===== config.mk =====
export PLATFORM = sky130hd
export DESIGN_NAME = controller_event_queue_flat
export DESIGN_NICKNAME = d
export VERILOG_FILES = /design/src/rtl/ctrl_pkg.sv /design/src/rtl/controller_event_queue_if.sv /design/src/rtl/event_fifo.sv /design/src/rtl/controller_event_queue.sv /design/src/flat_wrapper.sv
export SDC_FILE = /design/constraint.sdc
export NUM_CORES = 1
export LEC_CHECK = 0
export CAP_MARGIN = 20
export CELL_PAD_IN_SITES_DETAIL_PLACEMENT = 0
export CELL_PAD_IN_SITES_GLOBAL_PLACEMENT = 1
export CORE_ASPECT_RATIO = 0.75
export CORE_MARGIN = 1.5
export CORE_UTILIZATION = 49
export CTS_BUF_LIST = sky130_fd_sc_hd__clkbuf_2
export DETAILED_ROUTE_END_ITERATION = 16
export GPL_TIMING_DRIVEN = 0
export HOLD_SLACK_MARGIN = 0.02
export PLACE_DENSITY = 0.84
export SYNTH_ARGS = -nofsm -noshare
export SYNTH_HDL_FRONTEND = slang
export SYNTH_SLANG_ARGS = --single-unit

===== constraint.sdc =====
create_clock -name clk_i -period 2.84 [get_ports clk_i]
set_input_delay 0.284 -clock clk_i [delete_from_list [all_inputs] [get_ports clk_i]]
set_output_delay 0.284 -clock clk_i [all_outputs]
set_load 0.01 [all_outputs]

===== src/rtl/ctrl_pkg.sv =====
// Shared types and helpers for the controller event queue: button indices,
// event encoding and one-hot decoding.
package ctrl_pkg;

  localparam int unsigned BTN_W        = 10;
  localparam int unsigned BTN_CIRCLE   = 0;
  localparam int unsigned BTN_CROSS    = 1;
  localparam int unsigned BTN_SQUARE   = 2;
  localparam int unsigned BTN_TRIANGLE = 3;
  localparam int unsigned BTN_LEFT     = 4;
  localparam int unsigned BTN_RIGHT    = 5;
  localparam int unsigned BTN_UP       = 6;
  localparam int unsigned BTN_DOWN     = 7;
  localparam int unsigned BTN_R1       = 8;
  localparam int unsigned BTN_START    = 9;

  localparam int unsigned CODE_W  = 4;
  localparam int unsigned EVENT_W = 5;

  typedef struct packed {
    logic              player;
    logic [CODE_W-1:0] code;
  } event_t;

  function automatic logic is_onehot(input logic [BTN_W-1:0] v);
    return (v != '0) && ((v & (v - 1'b1)) == '0);
  endfunction

  // Code is bit index + 1; zero means "no valid button".
  function automatic logic [CODE_W-1:0] onehot_to_code(input logic [BTN_W-1:0] v);
    logic [CODE_W-1:0] c;
    c = '0;
    if (is_onehot(v)) begin
      for (int i = 0; i < BTN_W; i++) begin
        if (v[i]) c = CODE_W'(i + 1);
      end
    end
    return c;
  endfunction

endpackage


===== src/rtl/controller_event_queue_if.sv =====
// Consumer-facing event handshake: show-ahead head of the event FIFO.
interface controller_event_queue_if;
  import ctrl_pkg::*;

  logic              ev_valid;
  logic              ev_ready;
  logic              ev_player;
  logic [CODE_W-1:0] ev_code;

  modport master (output ev_valid, output ev_player, output ev_code, input ev_ready);
  modport slave  (input ev_valid, input ev_player, input ev_code, output ev_ready);
endinterface


===== src/rtl/event_fifo.sv =====
// Show-ahead event FIFO; a push while full is accepted only alongside a pop.
module event_fifo
  import ctrl_pkg::*;
#(
  parameter int unsigned Depth = 8,
  localparam int unsigned PtrW = $clog2(Depth)
) (
  input  logic          clk_i,
  input  logic          rst_i,
  input  logic          push_i,
  input  logic          pop_i,
  input  event_t        wdata_i,
  output event_t        rdata_o,
  output logic          full_o,
  output logic          empty_o,
  output logic [PtrW:0] count_o
);

  event_t            mem_q [Depth];
  logic [PtrW-1:0]   wr_ptr_q, rd_ptr_q;
  logic [PtrW:0]     count_q;
  logic              do_push, do_pop;

  assign empty_o = (count_q == '0);
  assign full_o  = (count_q == (PtrW+1)'(Depth));
  assign do_pop  = pop_i && !empty_o;
  assign do_push = push_i && (!full_o || do_pop);
  assign count_o = count_q;
  // Head reads as zero while empty so the outputs are clean after reset.
  assign rdata_o = empty_o ? '0 : mem_q[rd_ptr_q];

  always_ff @(posedge clk_i) begin
    if (do_push) mem_q[wr_ptr_q] <= wdata_i;
  end

  always_ff @(posedge clk_i or posedge rst_i) begin
    if (rst_i) begin
      wr_ptr_q <= '0;
      rd_ptr_q <= '0;
      count_q  <= '0;
    end else begin
      if (do_push) wr_ptr_q <= wr_ptr_q + 1'b1;
      if (do_pop)  rd_ptr_q <= rd_ptr_q + 1'b1;
      count_q <= count_q + (PtrW+1)'(do_push) - (PtrW+1)'(do_pop);
    end
  end

endmodule


===== src/rtl/controller_event_queue.sv =====
// Turns controller button changes into {player, code} events, arbitrates the two
// players' pending slots and queues events for the game logic.
module controller_event_queue
  import ctrl_pkg::*;
#(
  parameter int unsigned Depth = 8
) (
  input  logic                      clk_i,
  input  logic                      rst_i,
  input  logic [BTN_W-1:0]          c1_i,
  input  logic [BTN_W-1:0]          c2_i,
  controller_event_queue_if.master  ev,
  output logic [$clog2(Depth):0]    ev_count_o,
  output logic [1:0]                overrun_o
);

  logic [1:0][BTN_W-1:0]  cur, prev_q;
  logic [1:0]             slot_valid_q, slot_valid_d;
  logic [1:0][CODE_W-1:0] slot_code_q, slot_code_d;
  logic [1:0]             overrun_q, overrun_d;
  logic                   tie_last_q, tie_last_d;
  logic                   push, pop, full, empty, grant;
  logic [1:0]             drained;
  event_t                 wdata, rdata;

  assign cur = {c2_i, c1_i};
  assign pop = ev.ev_ready && !empty;

  always_comb begin
    slot_valid_d = slot_valid_q;
    slot_code_d  = slot_code_q;
    overrun_d    = overrun_q;
    tie_last_d   = tie_last_q;
    drained      = '0;

    // Round-robin state only advances on contested grants.
    grant = slot_valid_q[1] & ~slot_valid_q[0];
    if (&slot_valid_q) grant = ~tie_last_q;
    push = (|slot_valid_q) && (!full || pop);
    if (push && (&slot_valid_q)) tie_last_d = grant;
    if (push) drained[grant] = 1'b1;

    wdata.player = grant;
    wdata.code   = slot_code_q[grant];

    for (int p = 0; p < 2; p++) begin
      if (drained[p]) slot_valid_d[p] = 1'b0;
      if ((cur[p] != prev_q[p]) && is_onehot(cur[p])) begin
        slot_valid_d[p] = 1'b1;
        slot_code_d[p]  = onehot_to_code(cur[p]);
        if (slot_valid_q[p] && !drained[p]) overrun_d[p] = 1'b1;
      end
    end
  end

  always_ff @(posedge clk_i or posedge rst_i) begin
    if (rst_i) begin
      prev_q       <= '0;
      slot_valid_q <= '0;
      slot_code_q  <= '0;
      overrun_q    <= '0;
      tie_last_q   <= 1'b1;
    end else begin
      prev_q       <= cur;
      slot_valid_q <= slot_valid_d;
      slot_code_q  <= slot_code_d;
      overrun_q    <= overrun_d;
      tie_last_q   <= tie_last_d;
    end
  end

  event_fifo #(
    .Depth (Depth)
  ) u_fifo (
    .clk_i   (clk_i),
    .rst_i   (rst_i),
    .push_i  (push),
    .pop_i   (pop),
    .wdata_i (wdata),
    .rdata_o (rdata),
    .full_o  (full),
    .empty_o (empty),
    .count_o (ev_count_o)
  );

  assign ev.ev_valid  = !empty;
  assign ev.ev_player = rdata.player;
  assign ev.ev_code   = rdata.code;
  assign overrun_o    = overrun_q;

endmodule


===== src/flat_wrapper.sv =====
// flat-port wrapper written by rule: the top's interface ports become plain ports
module controller_event_queue_flat import ctrl_pkg::*;
#(
  parameter int unsigned Depth = 8
)
  (clk_i, rst_i, c1_i, c2_i, ev_count_o, overrun_o, ev_ev_valid, ev_ev_player, ev_ev_code, ev_ev_ready);
  controller_event_queue_if ev_i ();
  input  logic clk_i;
  input  logic rst_i;
  input  logic [BTN_W-1:0] c1_i;
  input  logic [BTN_W-1:0] c2_i;
  output logic [$clog2(Depth):0] ev_count_o;
  output logic [1:0] overrun_o;
  output wire logic [$bits(ev_i.ev_valid)-1:0] ev_ev_valid;
  output wire logic [$bits(ev_i.ev_player)-1:0] ev_ev_player;
  output wire logic [$bits(ev_i.ev_code)-1:0] ev_ev_code;
  input wire logic [$bits(ev_i.ev_ready)-1:0] ev_ev_ready;
  assign ev_ev_valid = ev_i.ev_valid;
  assign ev_ev_player = ev_i.ev_player;
  assign ev_ev_code = ev_i.ev_code;
  assign ev_i.ev_ready = ev_ev_ready;
  controller_event_queue #(.Depth(Depth)) u_core (.clk_i(clk_i), .rst_i(rst_i), .c1_i(c1_i), .c2_i(c2_i), .ev(ev_i), .ev_count_o(ev_count_o), .overrun_o(overrun_o));
endmodule

After elaboration in Yosys (flattened, before gate mapping):

Memories as Yosys holds them, arrays and structs flattened.
Index checks and enable logic that the tools add are counted.

* register bits: 43
* latch bits: 0
* bits in writable memories: 40
* memory bits (read-only): 0
* output and inout bits: 12
* word-level logic and storage cells: 93
* memories kept: 1

Memories
* u_core.u_fifo.mem_q: words 8, width 5, read ports 1, clocked after Yosys merged registers in 0, write ports 1, line event_fifo.sv:19 `event_t mem_q [Depth];`

* add/sub/neg operators: 6
* $mul: 0
* divide/modulo/power cells: 0
* order comparisons: 2
* equal/unequal tests: 3
* shifts and indexed selects: 0
* mux-type cells: 35
* bitwise logic cells: 5
* reduce and logical (&&, ||, !) cells: 29

Operators with widths (count)
* 4-bit 2-to-1 mux: 10
* 3-bit 2-to-1 mux: 8
* 10-bit AND: 2
* 10-bit logical NOT: 2
* 10-bit != test: 2
* 10-bit nonzero test: 2
* 10-bit by 1-bit subtractor with 10-bit output (second input constant): 2
* 1-bit logical AND: 12
* 1-bit 2-to-1 mux: 10
* 2-bit 2-to-1 mux: 5
* 3-bit by 1-bit adder with 3-bit output (second input constant): 2
* 2-bit AND reduction: 3
* 5-bit 2-to-1 mux: 1
* 4-bit by 1-bit adder with 4-bit output: 1
* 4-bit equality test (second input constant): 1
* 1-bit logical NOT: 4
* 4-bit logical NOT: 1
* 2-bit nonzero test: 2
* 4-bit by 1-bit subtractor with 4-bit output: 1
* 1-bit logical OR: 2
* 1-bit by 2-bit < comparator with 1-bit output (second input constant): 1
* 1-bit NOT: 2
* 2-bit OR reduction: 1
* 1-bit AND: 1
* 2 further kinds: 2

Depth between registers and ports, before layout:

* word-level depth: 11
* depth in mapped cells: 13
* depth with buffers taken out: 12

Cells and area by module:

From an unflattened synthesis, not the netlist that was laid out.

* cells, all modules: 302
* area total of the unflattened synthesis: 3857.4 µm²

By module, submodules not included
* event_fifo: times used 1, cells each 148, area an instance 2198.4 µm², seq. area each 1451.4 µm²
* controller_event_queue: times used 1, cells each 154, area an instance 1659.1 µm², seq. area each 827.0 µm²

Worst setup path after synthesis:

Ideal clock, no wire load.

* kind: reg-to-reg
* from: register u_core.u_fifo.count_q[2] (netlist: u_core.u_fifo.count_o[2])
* to: register u_core.u_fifo.count_q[2] (netlist: u_core.u_fifo.count_o[2])
* library setup time: 123 ps
* arrival time: 2226 ps
* path slack: 492 ps
* stages on the path, launching flop included: 13
* path buffers: 0
* period minus slack after synthesis: 2348 ps
* cell sequence: dfrtp_1 -> inv_1 -> ha_1 -> nand2b_1 -> nand3_1 -> o21a_1 -> inv_1 -> ha_1 -> inv_1 -> ha_1 -> inv_1 -> fa_1 -> xnor2_1

* cells in the longest elaborated chain, start to end: 8
* elaborated cells between the ends (all ways): 12
* those cells by class: add/sub: 2; eq/ne: 1; reduce/logical: 9

Ends and longest elaborated chain
* start: declaration: line event_fifo.sv:21 `logic [PtrW:0] count_q;`
* start signal: assignment: line event_fifo.sv:44 `count_q <= count_q + (PtrW+1)'(do_push) - (PtrW+1)'(do_pop);`
* 4-bit logical NOT: line event_fifo.sv:24 `assign empty_o = (count_q == '0);`
* 1-bit logical NOT: line event_fifo.sv:26, controller_event_queue.sv:27
* 1-bit logical AND: line controller_event_queue.sv:27 `assign pop = ev.ev_ready && !empty;`
* 1-bit logical OR or 1-bit logical AND (tied branches): line controller_event_queue.sv:39, event_fifo.sv:26
* 1-bit logical AND or 1-bit logical OR (tied branches): line controller_event_queue.sv:39, event_fifo.sv:27
* 1-bit logical AND: line event_fifo.sv:27 `assign do_push = push_i && (!full_o || do_pop);`
* 4-bit by 1-bit adder with 4-bit output: line event_fifo.sv:44
* 4-bit by 1-bit subtractor with 4-bit output (*): line event_fifo.sv:44

Every way passes the cells marked *; elsewhere a longest branch is shown, timed or not.
A chain may end at the register's enable or synchronous reset.

Worst setup path after layout:

* from: register u_core.u_fifo.rd_ptr_q[0]
* to: output port ev_ev_code[2]

* cells in the longest elaborated chain, start to end: 2

Ends and longest elaborated chain
* start: declaration: line event_fifo.sv:20 `logic [PtrW-1:0] wr_ptr_q, rd_ptr_q;`
* start signal: assignment: line event_fifo.sv:43 `if (do_pop) rd_ptr_q <= rd_ptr_q + 1'b1;`
* memory read 8 x 5 bit
* 5-bit 2-to-1 mux: line event_fifo.sv:30 `assign rdata_o = empty_o ? '0 : mem_q[rd_ptr_q];`
* end: declaration: line flat_wrapper.sv:16 `output wire logic [$bits(ev_i.ev_code)-1:0] ev_ev_code;`

No other way between the ends.

==> results <==
[cell type report]
cell class | instances | area [µm²]
flip-flops and latches | 83 | 2280
clock buffers | 11 | 55.1
multi-input cells | 167 | 1450
well taps | 101 | 126
clock inverters | 5 | 30.0
plain buffers | 9 | 50.0
fillers | 621 | 3060
repair buffers | 37 | 358
inverters | 16 | 60.1
[worst max-delay path: cells and delay by family (launching register included)]
kind	cells	cell delay [ns]
buffers and inverters	2	0.68
AND/OR/NAND/NOR	1	0.05
flip-flops	1	0.42
multiplexers	2	0.69
[repair_timing]
action                                  in CTS  in global routing
gates resized for setup                      2                  2
gates cloned                                 0                  0
setup buffers                                0                  1
hold buffers                                 0                  0
endpoints found under the setup margin       5                  6
[cells in the mapped netlist (6+ instances only)]
| cell | number |
|---|---|
| sky130_fd_sc_hd__nand2_1 | 17 |
| sky130_fd_sc_hd__inv_1 | 16 |
| sky130_fd_sc_hd__ha_1 | 8 |
| sky130_fd_sc_hd__mux2_4 | 7 |
| sky130_fd_sc_hd__edfxtp_1 | 40 |
| sky130_fd_sc_hd__mux4_2 | 10 |
| sky130_fd_sc_hd__xnor2_1 | 18 |
| sky130_fd_sc_hd__nand4_1 | 8 |
| sky130_fd_sc_hd__a21oi_1 | 6 |
| sky130_fd_sc_hd__dfrtp_1 | 42 |
| sky130_fd_sc_hd__xor2_1 | 9 |
| sky130_fd_sc_hd__clkbuf_1 | 6 |
| sky130_fd_sc_hd__nor2_1 | 13 |
[metal layers]
metal	part of all wire	track usage	up-vias
li1	-	-	1102
met1	0.46	0.247	1150
met2	0.46	0.285	74
met3	0.062	0.0482	11
met4	0.014	0.0658	0
met5	0	0	-
[how the worst min path moves through the flow]
| stage | slack (ns) | to | cells past startpoint |
|---|---|---|---|
| global route | 0.18 | u_core.prev_q[17] | 1 |
| global placement | 0.48 | u_core.overrun_o[1] | 1 |
| finish | 0.22 | u_core.prev_q[17] | 1 |
| floorplan | 0.32 | u_core.prev_q[0] | 0 |
| detailed placement | 0.49 | u_core.slot_code_q[4] | 1 |
| CTS | 0.17 | u_core.prev_q[17] | 1 |
[registers in the layout, indices dropped and copies added, names as in the netlist]
signal,flops
u_core.u_fifo.rd_ptr_q,3
u_core.slot_valid_q,2
u_core.u_fifo.wr_ptr_q,3
u_core.overrun_o,2
u_core.slot_code_q,8
u_core.tie_last_q,1
u_core.u_fifo.mem_q,40
u_core.prev_q,20
u_core.u_fifo.count_o,4
[per-stage QoR]
| stage | worst slack, ns | instances | power [mW] | util |
|---|---|---|---|---|
| 2_1_floorplan | 0.492 | 275 | 2.14 | - |
| 3_3_place_gp | -0.0904 | 410 | 2.49 | 0.576 |
| 3_5_place_dp | -0.0346 | 411 | 2.52 | 0.576 |
| 4_1_cts | 0.0106 | 427 | 3.01 | 0.588 |
| 5_1_grt | 0.00959 | 429 | 3.19 | 0.591 |
| 6_report | 0.192 | 429 | 2.99 | 0.591 |
[power groups by stage]
stage | combinational, mW | sequential (mW) | clock (mW)
detailed placement | 1.03 | 1.49 | 0
finish | 1.04 | 1.46 | 0.491
global route | 1.16 | 1.47 | 0.556
CTS | 1.04 | 1.46 | 0.512
floorplan | 0.652 | 1.48 | 0
global placement | 1.01 | 1.48 | 0
[kinds of logic (layout without fill, tap and decap cells)]
family | after synthesis | count (layout) | share of synthesized area
AOI/OAI and AO/OA | 31 | 31 | 0.0611
xor gates and xnor gates | 27 | 27 | 0.0617
adders and majority gates | 13 | 13 | 0.0428
buffers and inverters | 25 | 78 | 0.0268
DFF | 83 | 83 | 0.595
muxes | 26 | 26 | 0.111
and+or+nand+nor | 70 | 70 | 0.102
==> reports/results.txt <==
Setup repair after global routing left no endpoint under its margin. The first detailed-routing pass took 4 iterations. The min-delay analysis places its worst path in the category in2reg. The vertical die dimension was 79.6 µm.

The worst register-to-register path begins at u_core.u_fifo.count_o[2]. TritonCTS built the clock tree. The clock passes through at most 2 buffers. The largest net degree at the start of global routing was 44; the quantity of I/O buffers inserted on ports was 34. For the total overflow reported by the global router, the log shows 0. The finished cells cover 4410 µm². Measured along the x axis, the die boundary spans 105 µm. In this run the most critical hold path is launched from c2_i[7].

The count of nets left with antenna violations once routing finished came out at 0. VDD sags by at most 356 µV. Portion of the post-synthesis area used by sequential elements: 0.595. The number of setup violations in the final report is 0, and the number of levels the H-tree was split into is 3. For the minimum setup slack among reg-to-reg paths, the log shows 0.28 ns. For this block, the via count after detailed routing is 2337. The net count of the finished layout is 355.

The most critical setup path has its startpoint at u_core.u_fifo.rd_ptr_q[0]. For this run, the top clock speed supported by timing is 0.378 GHz. The flow ran to the end, and the final reports show no timing, DRC or antenna violations. Averaged over all synthesized cells, the footprint is 13.9 µm². Across all hold checks on the routed design, the worst slack comes to 0.224 ns.

The tools report the number of antenna repair diodes as 0. The critical path is of the reg2out type. In the layout the commonest cells are 42 x sky130_fd_sc_hd__dfrtp_1, 40 x sky130_fd_sc_hd__edfxtp_1, 34 x sky130_fd_sc_hd__clkdlybuf4s50_1.

The tools report the number of antenna violations at the first check in global routing as 0. In this run the clock root is driven by a sky130_fd_sc_hd__clkbuf_2. The clock input transition at the sequential cells of the worst setup and hold paths is 0.21 ns. The critical path capture point type is an output pin. Routability-driven placement finished with a final weighted congestion of 0.784. The data arrival at the endpoint of the critical path is 2.36 ns, and the area fraction of the dominant cell type after synthesis is 0.314.

Buffers inserted during clock tree synthesis total 9. After layout, the minimum clock period comes to 2.65 ns. The clock net in this run drives a total of 83 sinks.

The tools report the area of the core as 7470 µm². The required time at the endpoint of the critical path came out at 2.56 ns. For this run, design rule violations remaining after detail routing come to 0. Dividing the detail-routed via count by the number of cells gives 5.45. Yosys mapped a number of flops with a built-in enable equal to 40. The run gives 0 as the number of synthesis warnings.

Summed over all failing endpoints, the final setup total negative slack is 0 ns. Standard cell area after detailed placement: 4300 µm². The main flop type after synthesis was sky130_fd_sc_hd__dfrtp_1. The final layout contains routed wiring with a total length of 6810 µm. The tools report the starting DRC count in detailed routing as 109. The first global-routing pass estimated 11400 µm of wire. The combinational share of power came out at 0.349.

The leading cell type in the layout, fill and taps excluded is sky130_fd_sc_hd__dfrtp_1. In this run the static leakage power is 1.72 nW. Clock group share of total power: 0.164. The tools report the element type at the critical path start as a flip-flop. The critical path goes through buf_6 -> mux4_2 -> mux2i_1 -> nor2_1 -> clkdlybuf4s50_1.

The net switching share of the total power is 0.310, and the register share of total power is 0.487. The run gives 0 as the final count of hold timing violations. The largest single stage delay on the critical path is 0.54 ns. The relative area change from synthesis to final layout is 15.1%.

The run gives 275 as the number of instances in the synthesized netlist. The clock arrives with 0.0144 ns of skew. For the total global-route track usage, the log shows 0.182. The run gives 0 as the final max-slew violation count.

In this run the critical register-to-register path is captured at u_core.u_fifo.count_o[2]. The normalized max-slew margin was 0.360; the layout cell share with drive strength beyond 1 was 0.174. The number of different library cells used by synthesis comes to 53. After detailed routing, the average wire length per cell comes to 15.9 µm. The number of global-route vias before repair was 2349; the number of I/O pins was 35.

Post-route fraction of the period consumed by the critical path: 0.932. The synthesis-stage register bit count is 83. The power per standard cell area came out at 679 nW/µm². Yosys attributes the largest share of cell area to sky130_fd_sc_hd__edfxtp_1 31%, sky130_fd_sc_hd__dfrtp_1 27%, sky130_fd_sc_hd__mux4_2 5.9%, sky130_fd_sc_hd__xnor2_1 4.1%, sky130_fd_sc_hd__mux2_4 2.7%. The run gives 0.51 ns as the clock latency reported for the late side of the worst-skew pair. On the critical path, the stage with the largest delay is an instance of sky130_fd_sc_hd__mux4_2. The tool flagged a number of max-cap violations equal to 0. sky130_fd_sc_hd__edfxtp_1 takes more of the synthesized area than any other cell. The internal power is 2.07 mW, and the share of flip-flops with an asynchronous set or reset after synthesis is 0.518. Synthesized net count: 307. The half-perimeter wire length of the detailed placement result is 5070 µm. Largest fanout of any net on the critical path: 10. The starting density of the core was 0.513; the net switching power was 0.928 mW. The logs give 3830 µm² for the cell area after synthesis and 8360 µm² for the overall die area. The transition time at the pin with the least slew margin was 0.953 ns. Critical path endpoint: ev_ev_code[2].

After floorplanning, the core was divided into 27 placement rows. The number of cells traversed by the worst register-to-register path came out at 12.
No activity file was read; power rests on OpenSTA's default activity.
